<file path="config.mk">
export PLATFORM = sky130hd
export DESIGN_NAME = prio_encoder_rr_flat
export DESIGN_NICKNAME = d
export VERILOG_FILES = /design/src/rtl/prio_encoder_rr_if.sv /design/src/rtl/prio_encoder_rr.sv /design/src/flat_wrapper.sv
export SDC_FILE = /design/constraint.sdc
export NUM_CORES = 1
export LEC_CHECK = 0
export CAP_MARGIN = 20
export CORE_MARGIN = 4
export CORE_UTILIZATION = 32
export CTS_CLUSTER_DIAMETER = 200
export DETAILED_ROUTE_END_ITERATION = 10
export GPL_ROUTABILITY_DRIVEN = 0
export HOLD_SLACK_MARGIN = 0.12
export MAX_ROUTING_LAYER = met4
export SETUP_SLACK_MARGIN = 0.4
export SLEW_MARGIN = 15
export SYNTH_ARGS = -nofsm -noshare
export SYNTH_HDL_FRONTEND = slang
export SYNTH_SLANG_ARGS = --single-unit
export TNS_END_PERCENT = 50
</file>
<file path="constraint.sdc">
create_clock -name clk -period 4.7 [get_ports clk]
set_clock_uncertainty 0.2 [all_clocks]
set_input_delay 0.94 -clock clk [delete_from_list [all_inputs] [get_ports clk]]
set_output_delay 0.94 -clock clk [all_outputs]
set_load 0.01 [all_outputs]
</file>
<file path="src/rtl/prio_encoder_rr_if.sv">
// Request/result handshake bundle for prio_encoder_rr.
// master drives requests and consumes results; slave is the encoder.
interface prio_encoder_rr_if #(
  parameter int N = 8,
  parameter int W = $clog2(N)
);
  logic         req_valid;
  logic [N-1:0] req;
  logic         rr_en;
  logic         req_ready;
  logic         out_valid;
  logic [W-1:0] out_idx;
  logic         out_none;
  logic         out_multi;
  logic         out_ready;

  modport master (
    output req_valid, req, rr_en, out_ready,
    input  req_ready, out_valid, out_idx, out_none, out_multi
  );

  modport slave (
    input  req_valid, req, rr_en, out_ready,
    output req_ready, out_valid, out_idx, out_none, out_multi
  );
endinterface

</file>
<file path="src/rtl/prio_encoder_rr.sv">
// Registered N-to-log2(N) encoder with fixed-priority or round-robin selection,
// valid/ready on both sides, and flags for empty and multi-hot requests.
module prio_encoder_rr #(
  parameter int N = 8
) (
  input  logic             clk,
  input  logic             rst_n,
  prio_encoder_rr_if.slave bus
);
  localparam int W = $clog2(N);

  logic [W-1:0] ptr_reg;
  logic [W-1:0] ptr_next;
  logic [W-1:0] fixed_idx;
  logic [W-1:0] rr_idx;
  logic [W-1:0] win_idx;
  logic [W:0]   probe;
  logic         rr_found;
  logic         req_none;
  logic         req_multi;
  logic         req_ready;
  logic         accept;
  logic         pop;

  logic         out_valid_reg;
  logic [W-1:0] out_idx_reg;
  logic         out_none_reg;
  logic         out_multi_reg;

  // Descending scan so the lowest set bit is the last one written.
  always_comb begin
    fixed_idx = '0;
    for (int i = N - 1; i >= 0; i--) begin
      if (bus.req[i]) fixed_idx = W'(i);
    end
  end

  // Ascending search from ptr; the explicit wrap keeps the probe inside 0..N-1
  // even when N is not a power of two.
  always_comb begin
    rr_idx   = '0;
    rr_found = 1'b0;
    probe    = '0;
    for (int k = 0; k < N; k++) begin
      probe = {1'b0, ptr_reg} + (W+1)'(k);
      if (probe >= (W+1)'(N)) probe = probe - (W+1)'(N);
      if (!rr_found && bus.req[probe[W-1:0]]) begin
        rr_found = 1'b1;
        rr_idx   = probe[W-1:0];
      end
    end
  end

  // Clearing the lowest set bit leaves something only if two or more were set.
  assign req_multi = |(bus.req & (bus.req - N'(1)));
  assign req_none  = ~|bus.req;
  assign win_idx   = bus.rr_en ? rr_idx : fixed_idx;
  assign ptr_next  = (win_idx == W'(N - 1)) ? '0 : win_idx + W'(1);

  assign req_ready = !out_valid_reg | bus.out_ready;
  assign accept    = bus.req_valid & req_ready;
  assign pop       = out_valid_reg & bus.out_ready;

  always_ff @(posedge clk) begin
    if (!rst_n) begin
      out_valid_reg <= 1'b0;
      out_idx_reg   <= '0;
      out_none_reg  <= 1'b0;
      out_multi_reg <= 1'b0;
      ptr_reg       <= '0;
    end else begin
      if (accept) begin
        out_valid_reg <= 1'b1;
        out_idx_reg   <= req_none ? '0 : win_idx;
        out_none_reg  <= req_none;
        out_multi_reg <= req_multi;
        if (bus.rr_en && !req_none) ptr_reg <= ptr_next;
      end else if (pop) begin
        out_valid_reg <= 1'b0;
      end
    end
  end

  assign bus.req_ready = req_ready;
  assign bus.out_valid = out_valid_reg;
  assign bus.out_idx   = out_idx_reg;
  assign bus.out_none  = out_none_reg;
  assign bus.out_multi = out_multi_reg;
endmodule

</file>
<file path="src/flat_wrapper.sv">
// flat-port wrapper written by rule: the top's interface ports become plain ports
module prio_encoder_rr_flat 
#(
  parameter int N = 8
)
  (clk, rst_n, bus_req_valid, bus_req, bus_rr_en, bus_out_ready, bus_req_ready, bus_out_valid, bus_out_idx, bus_out_none, bus_out_multi);
  prio_encoder_rr_if #(.N(N)) bus_i ();
  input  logic clk;
  input  logic rst_n;
  input wire logic [$bits(bus_i.req_valid)-1:0] bus_req_valid;
  input wire logic [$bits(bus_i.req)-1:0] bus_req;
  input wire logic [$bits(bus_i.rr_en)-1:0] bus_rr_en;
  input wire logic [$bits(bus_i.out_ready)-1:0] bus_out_ready;
  output wire logic [$bits(bus_i.req_ready)-1:0] bus_req_ready;
  output wire logic [$bits(bus_i.out_valid)-1:0] bus_out_valid;
  output wire logic [$bits(bus_i.out_idx)-1:0] bus_out_idx;
  output wire logic [$bits(bus_i.out_none)-1:0] bus_out_none;
  output wire logic [$bits(bus_i.out_multi)-1:0] bus_out_multi;
  assign bus_i.req_valid = bus_req_valid;
  assign bus_i.req = bus_req;
  assign bus_i.rr_en = bus_rr_en;
  assign bus_i.out_ready = bus_out_ready;
  assign bus_req_ready = bus_i.req_ready;
  assign bus_out_valid = bus_i.out_valid;
  assign bus_out_idx = bus_i.out_idx;
  assign bus_out_none = bus_i.out_none;
  assign bus_out_multi = bus_i.out_multi;
  prio_encoder_rr #(.N(N)) u_core (.clk(clk), .rst_n(rst_n), .bus(bus_i));
endmodule
</file>
== After elaboration in Yosys (flattened, before gate mapping) ==
Index checks and enable logic that the tools add are counted.

* Word-level logic and storage cells: 116
* Bits in registers: 9
* Bits of input ports: 13

* Add/sub/neg operators: 17
* Muxes and demuxes: 52
* Eq/ne operators: 1
* Magnitude comparators: 16
* Bitwise logic cells: 4
* Reductions and logical operators: 21

{| class="wikitable"
|+ Operators by type and width
! cell !! count
|-
| 3-bit 2-to-1 mux || 27
|-
| 3-bit by 4-bit < comparator with 1-bit output, second input constant || 8
|-
| 4-bit >= comparator, second input constant || 7
|-
| 1-bit binary-select mux with 3-bit select || 8
|-
| 3-bit by 1-bit subtractor with 3-bit output, second input constant || 8
|-
| 1-bit 2-to-1 mux || 17
|-
| 3-bit by 3-bit adder with 4-bit output, second input constant || 4
|-
| 8-bit OR reduction || 2
|-
| 1-bit zero test || 9
|-
| 3-bit by 2-bit adder with 4-bit output, second input constant || 2
|-
| 8-bit AND || 1
|-
| 1-bit logical AND || 8
|-
| 8-bit by 1-bit subtractor with 8-bit output, second input constant || 1
|-
| 3-bit by 1-bit adder with 4-bit output, second input constant || 1
|-
| 3-bit by 4-bit >= comparator with 1-bit output, second input constant || 1
|-
| 3-bit by 1-bit adder with 3-bit output, second input constant || 1
|-
| 3-bit == test, second input constant || 1
|-
| 1-bit AND || 2
|-
| 2-bit AND reduction || 1
|-
| 2-bit nonzero test || 1
|-
| 1-bit bitwise OR || 1
|}

== Depth between registers and ports, before layout ==
Gate-level depths: netlist of the first run.

* Depth in word-level cells: 29
* Depth in mapped cells: 16

== Least setup slack after synthesis of the first run ==
Ideal clock, no wire load.

* Path type: reg-to-reg
* From: register u_core.ptr_reg[0]
* To: register u_core.ptr_reg[0]
* Cell stages (with the launch flop): 16
* Path buffers: 3
* Data required time: 4.399 ns
* Arrival time: 3.483 ns
* Library setup time: 0.101 ns
* Clock period less this slack: 3.784 ns
* Path slack: 0.916 ns
* Path through: dfxtp_1 > buf_6 > buf_2 > inv_1 > ha_1 > buf_4 > mux4_2 > mux2_2 > o221ai_4 > nand3_4 > nor3_1 > a211oi_2 > a21o_1 > ha_1 > ha_1 > o41ai_1

* Word-level cells in the longest chain between the ends: 29
* Elaborated cells on any way between the ends: 80

{| class="wikitable"
|+ RTL lines
! item !! RTL line !! source
|-
| start: declaration || prio_encoder_rr.sv:12 || <nowiki>logic [W-1:0] ptr_reg;</nowiki>
|-
| start signal: assignment || prio_encoder_rr.sv:77 || <nowiki>if (bus.rr_en && !req_none) ptr_reg <= ptr_next;</nowiki>
|-
| parallel branches: the longest is 25 deep, another holds 3-bit by 1-bit adder with 4-bit output || -- ||
|-
| 3-bit 2-to-1 mux * || prio_encoder_rr.sv:47 || <nowiki>if (!rr_found && bus.req[probe[W-1:0]]) begin</nowiki>
|-
| 3-bit 2-to-1 mux * || prio_encoder_rr.sv:57 || <nowiki>assign win_idx = bus.rr_en ? rr_idx : fixed_idx;</nowiki>
|-
| 3-bit by 1-bit adder with 3-bit output / 3-bit == test (equally long branches) || prio_encoder_rr.sv:58 || <nowiki>assign ptr_next = (win_idx == W'(N - 1)) ? '0 : win_idx + W'(1);</nowiki>
|-
| 3-bit 2-to-1 mux * || prio_encoder_rr.sv:58 ||
|}

Mark *: on every way between the ends. The select of a mux whose other input is x is not followed.
A chain may end at the register's enable or synchronous reset.

== Worst setup path in the final report of the first run ==
* From: input port bus_req[5]
* To: register u_core.ptr_reg[0]

* Word-level cells in the longest chain between the ends: 27
* Elaborated cells on any way between the ends: 58

{| class="wikitable"
|+ RTL lines
! item !! RTL line !! source
|-
| start: declaration || flat_wrapper.sv:11 || <nowiki>input wire logic [$bits(bus_i.req)-1:0] bus_req;</nowiki>
|-
| 1-bit binary-select mux with 3-bit select || prio_encoder_rr.sv:47 ||
|-
| 1-bit 2-to-1 mux (implied by the code) || prio_encoder_rr.sv:47 ||
|-
| 1-bit 2-to-1 mux || prio_encoder_rr.sv:47 ||
|-
| 1-bit zero test || prio_encoder_rr.sv:47 ||
|-
| 1-bit logical AND || prio_encoder_rr.sv:47 ||
|-
| 1-bit 2-to-1 mux || prio_encoder_rr.sv:47 ||
|-
| 1-bit zero test || prio_encoder_rr.sv:47 ||
|-
| 1-bit logical AND || prio_encoder_rr.sv:47 ||
|-
| [11 not listed] || -- ||
|-
| 1-bit logical AND || prio_encoder_rr.sv:47 ||
|-
| 1-bit 2-to-1 mux || prio_encoder_rr.sv:47 ||
|-
| 1-bit zero test || prio_encoder_rr.sv:47 ||
|-
| 1-bit logical AND || prio_encoder_rr.sv:47 ||
|-
| 3-bit 2-to-1 mux || prio_encoder_rr.sv:47 ||
|-
| 3-bit 2-to-1 mux || prio_encoder_rr.sv:57 ||
|-
| 3-bit by 1-bit adder with 3-bit output / 3-bit == test (equally long branches) || prio_encoder_rr.sv:58 ||
|-
| 3-bit 2-to-1 mux || prio_encoder_rr.sv:58 ||
|}

Parallel ways exist; a longest one is shown, timed or not. The select of a mux whose other input is x is not followed.

==> results.sh, run 1 <==
export IMPL_status="complete, no violations"
export IMPL_ant_nets=0
export IMPL_ios=20
export IMPL_clock_sinks=9
export IMPL_final_layout_size_suffix_gt1_share_pct=15.96
export IMPL_tightest_slew_ns=0.6481
export IMPL_routed_wl_met2_um=1762
export IMPL_dpl_cell_count=236
export IMPL_grt_pass1_wl_um=6354
export IMPL_clk_path_buf_depth=2
export IMPL_crit_path_end_kind="flip-flop"
export IMPL_seq_area_frac_synth_pct=11.82
export IMPL_wl_per_cell_um=15.13
export IMPL_yosysTopAreaCellShare_pct=16.26
export IMPL_grt_max_degree=18
export IMPL_synth_edf_count=0
export IMPL_cts_buffers_inserted=3
export IMPL_ys_ff_latch=9
export IMPL_drt_met1_wl_um=1667
export IMPL_ys_flop_type="dfxtp_1"
export IMPL_clk_insertion_delay_late_ns=0.23
export IMPL_grt_usage_pct=13.00
export IMPL_die_area_um2=5931
export IMPL_cp_max_fo=12
export IMPL_tns_ns=0
export IMPL_r2r_end="u_core.ptr_reg[2]$_SDFFE_PN0P_"
export IMPL_min_from="u_core.bus.out_idx[2]$_SDFFE_PN0P_"
export IMPL_synth_area_um2=1524
export IMPL_synth_cells=177
export IMPL_wl_met3_um=195
export IMPL_via_count=1422
export IMPL_initialDrtViolationCount=98
export IMPL_dp_hpwl_um=2797
export IMPL_n_antenna_cell=0
export IMPL_grt_pass1_vias=1356
export IMPL_synth_distinct_cells=49
export IMPL_antenna_found_initial=0
export IMPL_area_growth_pct=14.70
export IMPL_post_cts_setup_buffers=0
export IMPL_worstPathArrival_ns=4.03
export IMPL_p_leak_uw=0.0006326
export IMPL_worst_hold_slack_ns=0.2850
export IMPL_r2r_start="u_core.ptr_reg[0]$_SDFFE_PN0P_"
export IMPL_hold_path_depth=2
export IMPL_rows=24
export IMPL_fin_cells=240
export IMPL_rr_worst_depth=13
export IMPL_drv_cap=0
export IMPL_setup_viol=0
export IMPL_core_area_um2=4474
export IMPL_drv_slew=0
export IMPL_max_slew_margin_rel_pct=56.79
export IMPL_max_freq_ghz=0.2439
export IMPL_holdBufCountCts=0
export IMPL_worst_r2r_setup_slack_ns=0.85
export IMPL_initial_core_util_pct=34.06
export IMPL_gr_total_overflow=0
export IMPL_drc=0
export IMPL_ys_async_sr_fraction_pct=0
export IMPL_irDropWorstVdd_uv=162.9
export IMPL_yosys_warnings=0
export IMPL_drt_total_wl_um=3630
export IMPL_clockRootBuffer="clkbuf_8"
export IMPL_post_route_period_util_pct=87.25
export IMPL_cts_clk_slew_worst_paths_ns=0.04
export IMPL_die_width_um=77.01
export IMPL_top_layer_used="met4"
export IMPL_final_common_cell="nand2_1"
export IMPL_start_kind="input pin"
export IMPL_rsz0062_at_grt="no"
export IMPL_hold_end="u_core.bus.out_idx[2]$_SDFFE_PN0P_"
export IMPL_cp_required_ns=4.63
export IMPL_powerDensity_nw_per_um2=258.2
export IMPL_fp_dieH_um=77.01
export IMPL_firstDrtPassIters=4
export IMPL_finalHoldViolCount=0
export IMPL_crit_type="in -> reg"
export IMPL_drt_vias_per_instance=5.925
export IMPL_h_tree_depth=1
export IMPL_cts_tree="yes"
export IMPL_mostFrequentLayoutCells="20 x nand2_1, 18 x clkdlybuf4s50_1, 13 x nor2_1"
export IMPL_total_power_uw=451.4
export IMPL_ctsResizeCount=0
export IMPL_synth_nets=194
export IMPL_fin_nets=206
export IMPL_avgSynthCellArea_um2=8.610
export IMPL_numPortBuffers=19
export IMPL_post_route_min_period_ns=4.101
export IMPL_ys_top_cells_by_area="mux4_2 16%, dfxtp_1 12%, nand2_1 4.9%"
export IMPL_min_path_type="reg -> reg"
export IMPL_synth_top_area_cell="mux4_2"
[critical path, cell delays in order]
cell and delay, ns:
clkdlybuf4s50_1 0.59, mux4_2 0.51, or4_4 0.50, o221ai_4 0.12
nand3_4 0.14, nor3_1 0.27, a211oi_2 0.08, a21o_1 0.19
ha_1 0.19, ha_1 0.17, o41ai_1 0.32
[area by class of cell]
type                            instances  area [µm²]
Fill cell                             452        2726
Multi-Input combinational cell        143        1201
Timing Repair Buffer                   23       222.7
Sequential cell                         9       180.2
Tap cell                               52       65.06
Clock buffer                            4       45.04
Inverter                                9       33.78
[power by group]
part           switching, µW  internal, µW
sequential              5.04          82.7
clock                   27.9          58.9
combinational            148           129
total                    181           270
[worst max path at each step]
stage	slack (ns)	start	endpoint	cells past startpoint
finish	0.60	bus_req[5]	u_core.ptr_reg[0]$_SDFFE_PN0P_	11
detailed placement	0.34	bus_req[7]	u_core.ptr_reg[0]$_SDFFE_PN0P_	11
CTS	0.56	bus_req[7]	u_core.ptr_reg[0]$_SDFFE_PN0P_	11
floorplan	0.92	u_core.ptr_reg[0]$_SDFFE_PN0P_	u_core.ptr_reg[0]$_SDFFE_PN0P_	15
global placement	0.33	bus_req[3]	u_core.ptr_reg[0]$_SDFFE_PN0P_	11
global route	0.40	bus_req[5]	u_core.ptr_reg[2]$_SDFFE_PN0P_	12
[metrics by stage]
| step | instance area [µm²] | utilization [%] | setup slack (ns) |
|---|---|---|---|
| 2_1_floorplan | 1524 | - | 0.9159 |
| 3_3_place_gp | 1700 | 38.00 | 0.3311 |
| 3_5_place_dp | 1700 | 38.00 | 0.3408 |
| 4_1_cts | 1745 | 39.01 | 0.5602 |
| 5_1_grt | 1748 | 39.07 | 0.4049 |
| 6_report | 1748 | 39.07 | 0.5992 |
[cells in the mapped netlist (2+ instances only)]
cell / instances
a21o_1: 3
a21oi_1: 12
a221oi_1: 2
a31oi_1: 2
a41o_1: 2
buf_2: 6
buf_6: 5
clkbuf_1: 4
dfxtp_1: 9
ha_1: 4
inv_1: 9
maj3_1: 2
mux2_2: 5
mux2i_1: 7
mux4_1: 2
mux4_2: 11
nand2_1: 20
nand2b_1: 3
nand3_1: 9
nor2_1: 13
nor2b_1: 2
nor3_1: 6
nor4_1: 3
o21ai_0: 5
o41ai_1: 2
or3_1: 3
xnor2_1: 3
xor2_1: 2
[cells by family (layout without fill, tap and decap cells)]
group	Yosys count	count (layout)	share of synthesized area (%)
simple gates	63	63	20.36
compound gates	43	43	21.51
mux	26	26	29.47
buf+inv	25	36	9.359
flops	9	9	11.82
fa+ha+maj	6	6	4.598
xor+xnor	5	5	2.874
[metal layers]
| layer | global-route usage, % | up-vias |
|---|---|---|
| met5 | - | - |
| met4 | 1.957 | 0 |
| met3 | 2.342 | 2 |
| met2 | 21.08 | 41 |
| met1 | 17.35 | 681 |
| li1 | - | 698 |
Power figures use the tool's default switching activity.
==> run 2, diff against run 1 <==
SETUP_SLACK_MARGIN = 0.3   (was 0.4)
TNS_END_PERCENT = 1   (was 50)
==> run 2 against run 1 <==
  * Critical path depth stayed put
  * Setup slack worse by 0.032 ns
  * Power hardly changed
  * Fmax is 0.78% lower
  * Critical path type unchanged
  * Non-clock buffer count stayed put
  * Combinational power hardly changed
  * Register-to-register slack hardly changed
  * Utilization is 0.056 points lower
  * Via count is 0.42% lower
  * Sequential power hardly changed
==> results.sh, run 2 (synthesis gave the netlist of run 1 again) <==
export IMPL_clk_path_buf_depth=2
export IMPL_rr_worst_depth=13
export IMPL_cts_clk_slew_worst_paths_ns=0.04
export IMPL_fp_dieH_um=77.01
export IMPL_crit_path_end_kind="flip-flop"
export IMPL_max_stage_delay_ns=0.60
export IMPL_r2r_end="u_core.ptr_reg[2]$_SDFFE_PN0P_"
export IMPL_rows=24
export IMPL_clock_sinks=9
export IMPL_wl_per_cell_um=15.10
export IMPL_critPathCapture="u_core.ptr_reg[0]$_SDFFE_PN0P_"
export IMPL_firstDrtPassIters=4
export IMPL_worst_r2r_setup_slack_ns=0.85
export IMPL_powerDensity_nw_per_um2=258.5
export IMPL_setup_viol=0
export IMPL_worstPathArrival_ns=4.06
export IMPL_die_area_um2=5931
export IMPL_fin_nets=206
export IMPL_ios=20
export IMPL_initialDrtViolationCount=103
export IMPL_holdBufCountCts=0
export IMPL_antenna_found_initial=0
export IMPL_cp_required_ns=4.63
export IMPL_r2r_start="u_core.ptr_reg[0]$_SDFFE_PN0P_"
export IMPL_numPortBuffers=19
export IMPL_clk_insertion_delay_late_ns=0.23
export IMPL_via_count=1416
export IMPL_drt_total_wl_um=3625
export IMPL_crit_start="bus_req[7]"
export IMPL_max_slew_margin_rel_pct=56.79
export IMPL_mostFrequentLayoutCells="20 x nand2_1, 19 x clkdlybuf4s50_1, 13 x nor2_1"
export IMPL_p_leak_uw=0.0006234
export IMPL_cpMaxStageDelayCell="clkdlybuf4s50_1"
export IMPL_crit_top_cell="ha_1"
export IMPL_n_antenna_cell=0
export IMPL_tns_ns=0
export IMPL_path_buf_inv=1
export IMPL_irDropWorstVdd_uv=162.9
export IMPL_cts_tree="yes"
export IMPL_drc=0
export IMPL_worstSetupPathDepth=11
export IMPL_ant_nets=0
export IMPL_drt_vias_per_instance=5.900
export IMPL_drv_slew=0
export IMPL_gr_total_overflow=0
export IMPL_place_area_um2=1700
export IMPL_tightest_slew_ns=0.6481
export IMPL_status="complete, no violations"
export IMPL_clockRootBuffer="clkbuf_8"
export IMPL_final_common_cell="nand2_1"
export IMPL_initial_core_util_pct=34.06
export IMPL_start_kind="input pin"
export IMPL_cp_max_fo=12
export IMPL_final_layout_size_suffix_gt1_share_pct=15.96
export IMPL_finish_instance_area_um2=1745
export IMPL_post_route_period_util_pct=87.94
export IMPL_worst_hold_slack_ns=0.2850
export IMPL_area_growth_pct=14.53
export IMPL_min_path_type="reg -> reg"
export IMPL_grt_pass1_wl_um=6354
export IMPL_rsz0062_at_grt="no"
export IMPL_max_freq_ghz=0.2419
export IMPL_ctsResizeCount=0
export IMPL_h_tree_depth=1
export IMPL_drv_cap=0
export IMPL_fin_ws_ns=0.5667
export IMPL_post_cts_setup_buffers=0
export IMPL_crit_type="in -> reg"
export IMPL_finalHoldViolCount=0
export IMPL_dp_hpwl_um=2797
export IMPL_cts_buffers_inserted=3
export IMPL_core_area_um2=4474
export IMPL_grt_max_degree=18
export IMPL_place_ws_ns=0.3408
export IMPL_grt_usage_pct=13.00
export IMPL_grt_pass1_vias=1356
export IMPL_die_width_um=77.01
export IMPL_post_route_min_period_ns=4.133
export IMPL_worstPathCellList="clkdlybuf4s50_1, mux4_2, or4_4, o221ai_4, nand3_4, nor3_1, a211oi_2, a21o_1, ha_1, ha_1, o41ai_1"
export IMPL_path_delay_family="simple AND/OR/NAND/NOR gates"
## run 2: changes by cell type in the layout (fill, tap and decap cells not counted), sizes merged
cell	delta
clkdlybuf4s50	+1
dlymetal6s2s	-1
## run 2: per-layer routing
metal,track usage [%],vias to the layer above,wire length (µm),share of wire [%]
li1,-,698,-,-
met5,-,-,0,0
met4,1.957,0,4,0.11
met2,21.08,41,1763,49
met1,17.35,675,1665,46
met3,2.342,2,191,5.3
## run 2: tightest hold or removal path, stage by stage, from the launching register on
cell and delay, ns:
dfxtp_1 0.31, nand3_1 0.07, o41ai_1 0.06
## run 2: how the worst min path moves through the flow
stage,startpoint,endpoint,slack [ns],cells past startpoint
after floorplan,u_core.bus.out_idx[2]$_SDFFE_PN0P_,u_core.bus.out_idx[2]$_SDFFE_PN0P_,0.29,2
after global placement,u_core.bus.out_idx[2]$_SDFFE_PN0P_,u_core.bus.out_idx[2]$_SDFFE_PN0P_,0.28,2
after detailed placement,u_core.bus.out_idx[2]$_SDFFE_PN0P_,u_core.bus.out_idx[2]$_SDFFE_PN0P_,0.27,2
after CTS,u_core.bus.out_idx[2]$_SDFFE_PN0P_,u_core.bus.out_idx[2]$_SDFFE_PN0P_,0.28,2
after global routing,u_core.bus.out_idx[2]$_SDFFE_PN0P_,u_core.bus.out_idx[2]$_SDFFE_PN0P_,0.33,2
final,u_core.bus.out_idx[2]$_SDFFE_PN0P_,u_core.bus.out_idx[2]$_SDFFE_PN0P_,0.29,2
## run 2: power by group
group	total (µW)	switching, µW	internal, µW	leakage [µW]
Sequential	87.8	5.04	82.7	0.0000737
Combinational	277	148	129	0.000527
Clock	86.8	27.9	58.9	0.0000228
Total	451	181	271	0.000623
## run 2: metrics by stage
step / total power (µW) / instances / utilization [%]
2_1_floorplan: 308.9 / 177 / -
3_3_place_gp: 366.0 / 236 / 38.00
4_1_cts: 454.8 / 240 / 39.01
5_1_grt: 489.7 / 240 / 39.01
3_5_place_dp: 364.6 / 236 / 38.00
6_report: 451.2 / 240 / 39.01
## run 2: cell type report
type,instances,area [µm²]
well taps,52,65.06
flip-flops and latches,9,180.2
repair buffers,23,220.2
fillers,452,2729
inverters,9,33.78
multi-input cells,143,1201
clock buffers,4,45.04
